`config.mk`:
```
export PLATFORM = sky130hd
export DESIGN_NAME = uturn_sequencer
export DESIGN_NICKNAME = d
export VERILOG_FILES = /design/src/rtl/uturn_sequencer_pkg.sv /design/src/rtl/uturn_sequencer_sensor_debounce.sv /design/src/rtl/uturn_sequencer.sv
export SDC_FILE = /design/constraint.sdc
export NUM_CORES = 1
export LEC_CHECK = 0
export CAP_MARGIN = 25
export CORE_MARGIN = 2
export CORE_UTILIZATION = 51
export CTS_CLUSTER_DIAMETER = 200
export DETAILED_ROUTE_END_ITERATION = 10
export PLACE_DENSITY = 0.77
export SLEW_MARGIN = 20
export SYNTH_ARGS = -nofsm -noshare
export SYNTH_HDL_FRONTEND = slang
export SYNTH_SLANG_ARGS = --single-unit
```
`constraint.sdc`:
```
create_clock -name clk -period 2.6 [get_ports clk]
set_input_delay 0.78 -clock clk [delete_from_list [all_inputs] [get_ports clk]]
set_output_delay 0.78 -clock clk [all_outputs]
set_load 0.02 [all_outputs]
```
`src/rtl/uturn_sequencer_pkg.sv`:
```
// Shared types and constants for the U-turn sequencer.
package uturn_sequencer_pkg;

  typedef enum logic [2:0] {
    StIdle,
    StBlind,
    StSeek,
    StSettle,
    StDone,
    StFault
  } uturn_state_e;

  localparam logic DIR_FWD = 1'b1;
  localparam logic DIR_REV = 1'b0;

  // Index of the centre reflectance sensor in line_sensors
  localparam int unsigned CENTRE = 2;

  // Consecutive centre hits needed to accept the line as reacquired
  localparam int unsigned DEBOUNCE_LEN = 3;

  // Width of a counter that must hold 0..max_val; never narrower than 1 bit
  function automatic int unsigned cnt_width(input int unsigned max_val);
    return (max_val > 0) ? $clog2(max_val + 1) : 1;
  endfunction

endpackage

```
`src/rtl/uturn_sequencer_sensor_debounce.sv`:
```
// N-consecutive-ones filter: hit_o rises on the Len-th consecutive high sample.
module uturn_sequencer_sensor_debounce
  import uturn_sequencer_pkg::*;
#(
  parameter int unsigned Len = 3
) (
  input  logic clk_i,
  input  logic rst_i,
  input  logic clear_i,
  input  logic sample_i,
  output logic hit_o
);

  localparam int unsigned CntW = cnt_width(Len);
  localparam int unsigned CntSat = (Len > 0) ? Len - 1 : 0;

  logic [CntW-1:0] run_q;

  // Length of the current run of high samples, saturating at Len-1
  always_ff @(posedge clk_i or posedge rst_i) begin
    if (rst_i) begin
      run_q <= '0;
    end else if (clear_i || !sample_i) begin
      run_q <= '0;
    end else if (run_q < CntW'(CntSat)) begin
      run_q <= run_q + CntW'(1);
    end
  end

  assign hit_o = sample_i && !clear_i && (run_q >= CntW'(CntSat));

endmodule

```
`src/rtl/uturn_sequencer.sv`:
```
// In-place U-turn sequencer with motor-command arbitration against the tracking controller.
module uturn_sequencer
  import uturn_sequencer_pkg::*;
#(
  parameter int unsigned BLIND_CYCLES   = 50000,
  parameter int unsigned SETTLE_CYCLES  = 10000,
  parameter int unsigned TIMEOUT_CYCLES = 2000000,
  parameter int unsigned SPIN_DUTY      = 160,
  parameter int unsigned DUTY_W         = 8
) (
  input  logic              clk,
  input  logic              rst,
  input  logic              en_uturn,
  input  logic              en_tracking,
  input  logic [4:0]        line_sensors,
  input  logic [DUTY_W-1:0] track_left_duty,
  input  logic [DUTY_W-1:0] track_right_duty,
  input  logic              track_left_dir,
  input  logic              track_right_dir,
  output logic [DUTY_W-1:0] left_duty,
  output logic [DUTY_W-1:0] right_duty,
  output logic              left_dir,
  output logic              right_dir,
  output logic              uturn_finished,
  output logic              uturn_fault
);

  localparam int unsigned BlindW     = cnt_width(BLIND_CYCLES);
  localparam int unsigned SettleW    = cnt_width(SETTLE_CYCLES);
  localparam int unsigned TimeoutW   = cnt_width(TIMEOUT_CYCLES);
  // A zero-length phase still occupies one cycle
  localparam int unsigned BlindLast   = (BLIND_CYCLES > 0) ? BLIND_CYCLES - 1 : 0;
  localparam int unsigned SettleLast  = (SETTLE_CYCLES > 0) ? SETTLE_CYCLES - 1 : 0;
  localparam int unsigned TimeoutLast = (TIMEOUT_CYCLES > 0) ? TIMEOUT_CYCLES - 1 : 0;

  uturn_state_e         state_q, state_d;
  logic                 en_q;
  logic                 start;
  logic                 spinning;
  logic                 line_hit;
  logic                 blind_done, settle_done, timeout_hit;
  logic [BlindW-1:0]    blind_cnt_q;
  logic [SettleW-1:0]   settle_cnt_q;
  logic [TimeoutW-1:0]  timeout_cnt_q;
  logic                 unused_sensors;

  // Only the centre sensor steers the sequence
  assign unused_sensors = ^{line_sensors[4:3], line_sensors[1:0]};

  assign start       = (state_q == StIdle) && en_uturn && !en_q;
  assign spinning    = (state_q == StBlind) || (state_q == StSeek);
  assign blind_done  = blind_cnt_q >= BlindW'(BlindLast);
  assign settle_done = settle_cnt_q >= SettleW'(SettleLast);
  assign timeout_hit = timeout_cnt_q >= TimeoutW'(TimeoutLast);

  // History is held clear outside SEEK so every SEEK starts from an empty run
  uturn_sequencer_sensor_debounce #(
    .Len (DEBOUNCE_LEN)
  ) u_centre_debounce (
    .clk_i    (clk),
    .rst_i    (rst),
    .clear_i  (state_q != StSeek),
    .sample_i (line_sensors[CENTRE]),
    .hit_o    (line_hit)
  );

  // Phase timers: blind/settle restart on entry, timeout spans BLIND+SEEK from start
  always_ff @(posedge clk or posedge rst) begin
    if (rst) begin
      blind_cnt_q   <= '0;
      settle_cnt_q  <= '0;
      timeout_cnt_q <= '0;
    end else begin
      if (state_q != StBlind) begin
        blind_cnt_q <= '0;
      end else if (blind_cnt_q != BlindW'(BLIND_CYCLES)) begin
        blind_cnt_q <= blind_cnt_q + BlindW'(1);
      end

      if (state_q != StSettle) begin
        settle_cnt_q <= '0;
      end else if (settle_cnt_q != SettleW'(SETTLE_CYCLES)) begin
        settle_cnt_q <= settle_cnt_q + SettleW'(1);
      end

      if (start) begin
        timeout_cnt_q <= '0;
      end else if (spinning && (timeout_cnt_q != TimeoutW'(TIMEOUT_CYCLES))) begin
        timeout_cnt_q <= timeout_cnt_q + TimeoutW'(1);
      end
    end
  end

  // Next state; abort beats everything, line reacquisition beats timeout
  always_comb begin
    state_d = state_q;
    case (state_q)
      StIdle: begin
        if (start) state_d = StBlind;
      end
      StBlind: begin
        if (!en_uturn)        state_d = StIdle;
        else if (timeout_hit) state_d = StFault;
        else if (blind_done)  state_d = StSeek;
      end
      StSeek: begin
        if (!en_uturn)        state_d = StIdle;
        else if (line_hit)    state_d = StSettle;
        else if (timeout_hit) state_d = StFault;
      end
      StSettle: begin
        if (!en_uturn)        state_d = StIdle;
        else if (settle_done) state_d = StDone;
      end
      default: state_d = StIdle;
    endcase
  end

  // State and registered outputs, decoded from the state being entered
  always_ff @(posedge clk or posedge rst) begin
    if (rst) begin
      state_q        <= StIdle;
      en_q           <= 1'b0;
      left_duty      <= '0;
      right_duty     <= '0;
      left_dir       <= DIR_FWD;
      right_dir      <= DIR_FWD;
      uturn_finished <= 1'b0;
      uturn_fault    <= 1'b0;
    end else begin
      state_q <= state_d;
      en_q    <= en_uturn;

      case (state_d)
        StIdle: begin
          if (en_tracking) begin
            left_duty  <= track_left_duty;
            right_duty <= track_right_duty;
            left_dir   <= track_left_dir;
            right_dir  <= track_right_dir;
          end else begin
            left_duty  <= '0;
            right_duty <= '0;
            left_dir   <= DIR_FWD;
            right_dir  <= DIR_FWD;
          end
        end
        StBlind, StSeek: begin
          left_duty  <= DUTY_W'(SPIN_DUTY);
          right_duty <= DUTY_W'(SPIN_DUTY);
          left_dir   <= DIR_REV;
          right_dir  <= DIR_FWD;
        end
        default: begin
          left_duty  <= '0;
          right_duty <= '0;
          left_dir   <= DIR_FWD;
          right_dir  <= DIR_FWD;
        end
      endcase

      uturn_finished <= (state_d == StDone) || (state_d == StFault);

      if (start) begin
        uturn_fault <= 1'b0;
      end else if (state_d == StFault) begin
        uturn_fault <= 1'b1;
      end
    end
  end

endmodule

```
==> impl_metrics.yaml, run 1 <==
global_routing:
  grt_pass1_wl_mm: 14.5
  antenna_found_initial: 0
  grt_max_degree: 34
  grtUsageTotal: 0.214
  globalRoute.totalOverflow: 0
  grt_pass1_vias: 3089
timing:
  final-setup-viol-count: 0
  hold_viol: 0
  drv_slew: 0
  rsz0062_at_grt: "no"
  finalCritPeriodShare: 0.914
  worst_clock_skew_ns: 0.0138
  max_slew.worst_pin.slew_ns: 0.636
  fin_ws_ns: 0.223
  whs_ns: 0.522
  min_period_ns: 2.38
  max_freq_mhz: 421
  relSlewSlack: 0.575
critical_path:
  cp-endpoint: "right_dir"
  cp.arrival_ns: 2.65
  r2r_end: "right_dir"
  crit_path_start_kind: "flip-flop"
  r2r_slack_ns: 0.22
  cp_slowest_cell: "or4_4"
  crit_start: "settle_cnt_q[0]"
  crit_family: "simple AND/OR/NAND/NOR gates"
  cp_max_fo: 5
  critPathMaxStageDelay_ns: 0.51
  cp-end-kind: "flip-flop"
  r2r_start: "settle_cnt_q[0]"
  crit_type: "flip-flop to flip-flop"
  crit_required_ns: 2.87
  path_cells: "ha_1 -> nand3_1 -> a21oi_1 -> o21ai_0 -> nor4_4 -> inv_2 -> or4_4"
  cp_num_buf_inv: 1
  ff2ff_path_depth: 7
  cp_num_cells: 7
die:
  die_y_um: 92.5
  io_pins: 47
  die_area_um2: 8560
  start_util: 0.523
  core_um2: 7650
  rows: 32
  chipWidth_um: 92.5
final_layout:
  nets: 500
  multi_input_area_um2: 1960
  antenna_cells: 0
  final_cell_area_um2: 4880
  area_growth_pct: 22.2
  final_cells: 573
  ff_latch_area_um2: 1930
  layout-drive-gt1-share: 0.113
  n_fill_cell: 592
synth:
  syn-num-nets: 444
  yosysMostFrequentCell: "dfrtp_1"
  synth_edf_count: 0
  synth.area.mux_share: 0.0100
  synthArstFlopShare: 1.00
  avgSynthCellArea_um2: 9.75
  synth.top_cell.area_share: 0.470
  synth.yosys.warnings: 0
  synth_commonest_cells: "dfrtp_1 (75), nor2_1 (49), nand3_1 (35), nand2_1 (20), xor2_1 (20)"
  synthFlopType: "dfrtp_1"
  synth_cell_types: 53
  synth_fa_ha_area_frac: 0.0219
  synth_simple_gate_area_frac: 0.260
  synth_largest_area_cell: "dfrtp_1"
  yosysSeqAreaShare: 0.483
  synth_area_leaders: "dfrtp_1 (47%), nor2_1 (4.6%), nand3_1 (4.4%)"
  synthXorXnorAreaFrac: 0.0767
  synth_compound_area_frac: 0.116
  synth_top_family_by_area: "simple AND/OR/NAND/NOR gates"
  synth_area_um2: 4000
  synth-seq-cells: 77
  syn_inst: 410
placed_design:
  gp_congestion: 0.851
  place_ws_ns: -0.265
  hpwl_mm: 6.12
  placedCellCount: 556
  io_buffer_count: 42
  place_area_um2: 4660
clock_network:
  htreeDepth: 3
  cts_sinks: 77
  cts_tree: "yes"
  cts_max_path_buffers: 2
  clock-root-buffer: "clkbuf_8"
  insertion_delay_ns: 0.35
  clkTransAtPathRegs_ns: 0.08
  ctsHoldBuffers: 0
  numCtsBuffers: 9
drt:
  dr.max_layer_used: "met4"
  met1_length_mm: 3.72
  wirelength_mm: 8.44
  drt_iter0_drc: 187
  via_count: 3295
  route.met2.wl_mm: 4.24
  wl_met3_um: 365
  antenna_left: 0
  first_pass_iters: 5
  drc: 0
  via_per_inst: 5.75
  wire_per_inst_um: 14.7
power_and_ir_drop:
  peakVddDrop_mv: 0.465
  leakage_nw: 1.97
  finalPower_mw: 2.52
  power_density_nw_per_um2: 516
flow_run:
  cap_violations: 0
hold_path:
  whs_path_depth: 1
  hold_class: "flip-flop to flip-flop"
run_status:
  outcome: "finished clean"
layout by cell type, fill, tap and decap left out, drive strengths merged, types with 10 or more instances in the layout:
cell type and instances:
clkbuf 12, clkdlybuf4s50 41, buf 22, xnor2 15, nand2 20, inv 14, xor2 20, a21oi 13
o21ai 14, nor2 49, dfrtp 75, nor4 19, or3 10, nand3 35
flip-flops by register name, summed over array words and instances (netlist names), 2 cells and up:
signal and flops:
blind_cnt_q 16, left_duty 8, right_duty 8, settle_cnt_q 14, state_q 3, timeout_cnt_q 21
u_centre_debounce.run_q 2
power breakdown:
| part | switching (mW) | internal, mW |
|---|---|---|
| clock | 0.422 | 0.469 |
| sequential | 0.0427 | 1.25 |
| combinational | 0.176 | 0.159 |
layer usage:
layer  global-route usage  vias to the layer above
met1                0.284                     1606
li1                     -                     1603
met2                0.347                       74
met5                    0                        -
met4               0.0784                        0
met3               0.0448                       12
per-stage QoR:
stage               utilization  setup TNS [ns]
finish                    0.639               0
detailed placement        0.609           -3.74
global placement          0.609           -3.50
floorplan                     -               0
CTS                       0.635               0
global route              0.639               0
worst min path at each step:
stage,to,startpoint
floorplan,timeout_cnt_q[5],timeout_cnt_q[5]
global placement,uturn_fault,uturn_fault
detailed placement,uturn_fault,uturn_fault
CTS,timeout_cnt_q[5],timeout_cnt_q[5]
global route,uturn_fault,uturn_fault
finish,uturn_fault,uturn_fault
area by class of cell:
| type | instances | area share |
|---|---|---|
| sequential | 77 | 0.395 |
| clock buffer | 12 | 0.0297 |
| multi-input combinational | 299 | 0.401 |
| inverter | 15 | 0.0123 |
| timing repair buffer | 64 | 0.126 |
| tap | 102 | 0.0261 |
| clock inverter | 4 | 0.0102 |
repair_timing:
item,CTS,global route
buffers inserted,0,1
resized for setup,0,3
endpoints found under the setup margin,0,13
logic make-up after synthesis:
family,count (synthesis)
flip-flops,77
adder cells (fa/ha/maj),7
buffers and inverters,34
multiplexers,4
XOR/XNOR,35
AND/OR/NAND/NOR,190
AO/OA/AOI/OAI,63
Power figures use the tool's default switching activity.
==> run 2, diff against run 1 <==
--- a/config.mk
+++ b/config.mk
@@ -6,7 +6,7 @@
 export NUM_CORES = 1
 export LEC_CHECK = 0
 export CAP_MARGIN = 25
-export CORE_MARGIN = 2
+export CORE_MARGIN = 3
 export CORE_UTILIZATION = 51
 export CTS_CLUSTER_DIAMETER = 200
 export DETAILED_ROUTE_END_ITERATION = 10
==> impl_metrics.yaml, run 2 (synthesized netlist as in run 1, its figures left out) <==
final_layout:
  nets: 497
  n_fill_cell: 603
  largestRegisters: "timeout_cnt_q: 21 flops, blind_cnt_q: 16 flops, settle_cnt_q: 14 flops"
  area_growth_pct: 20.2
  multi_input_area_um2: 1950
  layout_commonest_cell: "dfrtp_1"
  ff_latch_area_um2: 1930
  layout-drive-gt1-share: 0.109
  largest_register: "timeout_cnt_q"
  final_cell_mix: "dfrtp_1 (75), nor2_1 (49), clkdlybuf4s50_1 (42), nand3_1 (35)"
  largest_reg_flops: 21
  antenna_cells: 0
timing:
  worst_clock_skew_ns: 0.00909
  setup_tns_ns: 0
  max_freq_mhz: 411
  final-setup-viol-count: 0
  hold_viol: 0
  relSlewSlack: 0.557
  finalCritPeriodShare: 0.935
  fin_ws_ns: 0.168
  rsz0062_at_grt: "no"
  drv_slew: 0
  whs_ns: 0.508
  min_period_ns: 2.43
  max_slew.worst_pin.slew_ns: 0.662
critical_path:
  crit_path_start_kind: "primary input"
  crit_type: "primary input to flip-flop"
  r2r_start: "blind_cnt_q[12]"
  cp-endpoint: "right_dir"
  critPathMaxStageDelay_ns: 0.50
  cp.arrival_ns: 2.69
  ff2ff_path_depth: 5
  r2r_end: "right_dir"
  cp_max_fo: 8
  cp-end-kind: "flip-flop"
  cp_slowest_cell: "or4_4"
  path_cells: "clkdlybuf4s50_1 -> buf_4 -> nand2b_1 -> or4_1 -> o21ai_0 -> nor4_4 -> inv_2 -> or4_4"
  crit_required_ns: 2.86
  crit_start: "en_uturn"
  r2r_slack_ns: 0.23
power_and_ir_drop:
  peakVddDrop_mv: 0.344
  power_switching_mw: 0.657
  switching_share: 0.273
  power_frac_seq: 0.537
  leakage_nw: 1.93
  finalPower_mw: 2.41
  p_int_mw: 1.75
  power_density_nw_per_um2: 501
  comb_power_share: 0.139
  p_clk_frac: 0.325
die:
  die_y_um: 94.5
  core_um2: 7410
  rows: 31
  io_pins: 47
  chipWidth_um: 94.5
  start_util: 0.539
  die_area_um2: 8930
clock_network:
  htreeDepth: 3
  cts_resized: 0
  cts_tree: "yes"
  numCtsBuffers: 9
  clock-root-buffer: "clkbuf_8"
  insertion_delay_ns: 0.35
  post_cts_buffers: 0
  ctsHoldBuffers: 0
  clkTransAtPathRegs_ns: 0.08
  cts_sinks: 77
  cts_max_path_buffers: 2
run_status:
  outcome: "finished clean"
hold_path:
  hold_class: "flip-flop to flip-flop"
drt:
  drt_iter0_drc: 172
  first_pass_iters: 4
  via_count: 3277
  wirelength_mm: 8.81
  drc: 0
  wire_per_inst_um: 15.5
  via_per_inst: 5.78
  antenna_left: 0
placed_design:
  gp_congestion: 0.796
  place_ws_ns: -0.189
  hpwl_mm: 6.13
  io_buffer_count: 42
global_routing:
  grt_max_degree: 43
  globalRoute.totalOverflow: 0
  grtUsageTotal: 0.208
  antenna_found_initial: 0
  grt_pass1_vias: 3130
  grt_pass1_wl_mm: 14.8
flow_run:
  cap_violations: 0
==> run 2: metal layers <==
metal | track usage | share of wire
met1 | 0.278 | 0.46
met2 | 0.339 | 0.49
met3 | 0.0526 | 0.039
met4 | 0.0541 | 0.0092
met5 | 0 | 0
==> run 2: worst max-delay path, delay by kind of cell <==
kind	cells	cell delay, ns
and+or+nand+nor	4	1.06
buffers and inverters	3	0.70
AOI/OAI and AO/OA	1	0.16
==> run 2: stage by stage <==
stage	instances	instance area, um^2	utilization
finish	567	4800	0.648
global placement	551	4630	0.625
global route	567	4800	0.648
floorplan	410	4000	-
detailed placement	551	4630	0.625
CTS	567	4800	0.648
==> run 2: worst min-delay path by stage <==
stage	start	endpoint	slack (ns)	depth (start not counted)
5_1_grt	uturn_fault	uturn_fault	0.55	1
3_5_place_dp	uturn_fault	uturn_fault	0.50	1
6_report	uturn_fault	uturn_fault	0.51	1
2_1_floorplan	timeout_cnt_q[5]	timeout_cnt_q[5]	0.46	1
3_3_place_gp	uturn_fault	uturn_fault	0.48	1
4_1_cts	timeout_cnt_q[5]	timeout_cnt_q[5]	0.51	1
==> run 2: final cells by class <==
| class | instances | area share |
|---|---|---|
| Multi-Input combinational cell | 299 | 0.405 |
| Timing Repair Buffer | 61 | 0.120 |
| Clock inverter | 6 | 0.00834 |
| Inverter | 15 | 0.0125 |
| Tap cell | 99 | 0.0258 |
| Clock buffer | 10 | 0.0266 |
| Sequential cell | 77 | 0.402 |
==> run 2: power groups by stage <==
stage / logic, mW / clock network (mW) / registers (mW)
4_1_cts: 0.338 / 0.799 / 1.29
5_1_grt: 0.369 / 0.855 / 1.30
2_1_floorplan: 0.167 / 0 / 1.33
3_5_place_dp: 0.336 / 0 / 1.31
3_3_place_gp: 0.326 / 0 / 1.31
6_report: 0.333 / 0.781 / 1.29
==> run 3, diff against run 2 <==
--- a/config.mk
+++ b/config.mk
@@ -6,11 +6,13 @@
 export NUM_CORES = 1
 export LEC_CHECK = 0
 export CAP_MARGIN = 25
+export CORE_ASPECT_RATIO = 0.6
 export CORE_MARGIN = 3
-export CORE_UTILIZATION = 51
+export CORE_UTILIZATION = 57
 export CTS_CLUSTER_DIAMETER = 200
 export DETAILED_ROUTE_END_ITERATION = 10
-export PLACE_DENSITY = 0.77
+export DONT_BUFFER_PORTS = 1
+export PLACE_DENSITY = 0.75
 export SLEW_MARGIN = 20
 export SYNTH_ARGS = -nofsm -noshare
 export SYNTH_HDL_FRONTEND = slang
==> impl_metrics.yaml, run 3 (synthesized netlist as in run 1, its figures left out) <==
die:
  core_um2: 6440
  start_util: 0.620
  io_pins: 47
  die_y_um: 70.9
  chipWidth_um: 114
  die_area_um2: 8090
  rows: 22
drt:
  antenna_left: 0
  first_pass_iters: 5
  drc: 0
  wirelength_mm: 8.71
  wire_per_inst_um: 17.2
  drt_iter0_drc: 276
  via_per_inst: 6.29
  via_count: 3197
power_and_ir_drop:
  p_clk_frac: 0.477
  leakage_nw: 1.85
  power_switching_mw: 0.669
  switching_share: 0.224
  power_density_nw_per_um2: 657
  power_frac_seq: 0.444
  p_int_mw: 2.31
  peakVddDrop_mv: 0.503
  comb_power_share: 0.079
clock_network:
  htreeDepth: 3
  numCtsBuffers: 9
  insertion_delay_ns: 0.34
  clock-root-buffer: "clkbuf_16"
  cts_max_path_buffers: 2
  cts_tree: "yes"
  clkTransAtPathRegs_ns: 0.06
  cts_sinks: 77
flow_run:
  cap_violations: 0
critical_path:
  cp.arrival_ns: 2.62
  crit_path_start_kind: "flip-flop"
  cp_max_fo: 14
  crit_required_ns: 2.85
  crit_type: "flip-flop to flip-flop"
  cp-end-kind: "flip-flop"
timing:
  max_slew.worst_pin.slew_ns: 0.650
  max_freq_mhz: 424
  relSlewSlack: 0.565
  hold_viol: 0
  worst_clock_skew_ns: 0.00631
  drv_slew: 0
  fin_ws_ns: 0.240
  min_period_ns: 2.36
  finalCritPeriodShare: 0.908
  rsz0062_at_grt: "no"
  setup_tns_ns: 0
  final-setup-viol-count: 0
placed_design:
  place_ws_ns: 0.106
  gp_congestion: 0.872
  hpwl_mm: 6.20
  io_buffer_count: 0
final_layout:
  layout-drive-gt1-share: 0.118
  nets: 453
  final_cell_mix: "dfrtp_1 (75), nor2_1 (49), nand3_1 (35), nand2_1 (20), xor2_1 (20)"
  area_growth_pct: 13.5
  largest_reg_flops: 21
  largestRegisters: "timeout_cnt_q: 21 flops, blind_cnt_q: 16 flops, settle_cnt_q: 14 flops"
  layout_commonest_cell: "dfrtp_1"
  antenna_cells: 0
  largest_register: "timeout_cnt_q"
global_routing:
  grtUsageTotal: 0.231
  grt_pass1_vias: 3048
  antenna_found_initial: 0
  grt_util_met3: 0.109
  grt_max_degree: 37
  grtUsageMet2: 0.312
  grt_pass1_wl_mm: 14.8
  grt_use_met1: 0.339
  globalRoute.totalOverflow: 0
  grt_busiest_layer: "met1"
run_status:
  outcome: "finished clean"
hold_path:
  hold_class: "primary input to async pin"
==> run 3: final cells by class <==
type                       instances  area [um^2]
sequential                        77         1930
clock inverter                     4         95.1
inverter                          15         60.1
fill                             467         1910
timing repair buffer              17          140
tap                               84          105
clock buffer                      12          246
multi-input combinational        299         1960
==> run 3: final timing paths <==
check | startpoint | to | slack (ns) | cells past startpoint
worst max-delay path | blind_cnt_q[12] | right_dir | 0.24 | 5
worst min-delay path | rst | settle_cnt_q[7] | 0.30 | 1
worst max register to register | blind_cnt_q[12] | right_dir | 0.24 | 5
worst min register to register | timeout_cnt_q[5] | timeout_cnt_q[5] | 0.52 | 1
max in group asynchronous | rst | timeout_cnt_q[0] | 1.65 | 2
min in group clk | en_uturn | en_q | 0.48 | 0
==> run 3: power by group through the flow <==
stage          clock (mW)  combinational, mW  sequential, mW
2_1_floorplan           0              0.167            1.33
6_report             1.42              0.237            1.32
3_3_place_gp            0              0.227            1.34
5_1_grt              1.50              0.268            1.33
4_1_cts              1.44              0.233            1.32
3_5_place_dp            0              0.233            1.34
==> run 3: per-stage QoR <==
step | area (um^2) | power (mW) | hold slack [ns] | std cells | utilization
CTS | 4520 | 3.00 | 0.309 | 507 | 0.701
global route | 4530 | 3.10 | 0.323 | 508 | 0.704
detailed placement | 4170 | 1.57 | 0.513 | 491 | 0.648
finish | 4530 | 2.98 | 0.305 | 508 | 0.704
floorplan | 4000 | 1.50 | 0.465 | 410 | -
global placement | 4170 | 1.57 | 0.496 | 491 | 0.648
==> run 3: worst max-delay path: stages (launching register included) <==
cell and delay, ns:
dfrtp_1 0.42, or4_4 0.56, and3_4 0.22, o311a_4 0.31, a31o_4 0.29, or4_4 0.48
==> run 3: repair_timing <==
item / CTS / global route
hold buffers: 0 / 0
endpoints found under the setup margin: 0 / 9
buffers inserted: 0 / 1
gates resized for setup: 0 / 2
==> run 3: per-layer routing <==
| layer | vias up | wire, um |
|---|---|---|
| li1 | 1509 | - |
| met2 | 115 | 3550 |
| met5 | - | 0 |
| met4 | 0 | 74 |
| met3 | 15 | 819 |
| met1 | 1558 | 4270 |
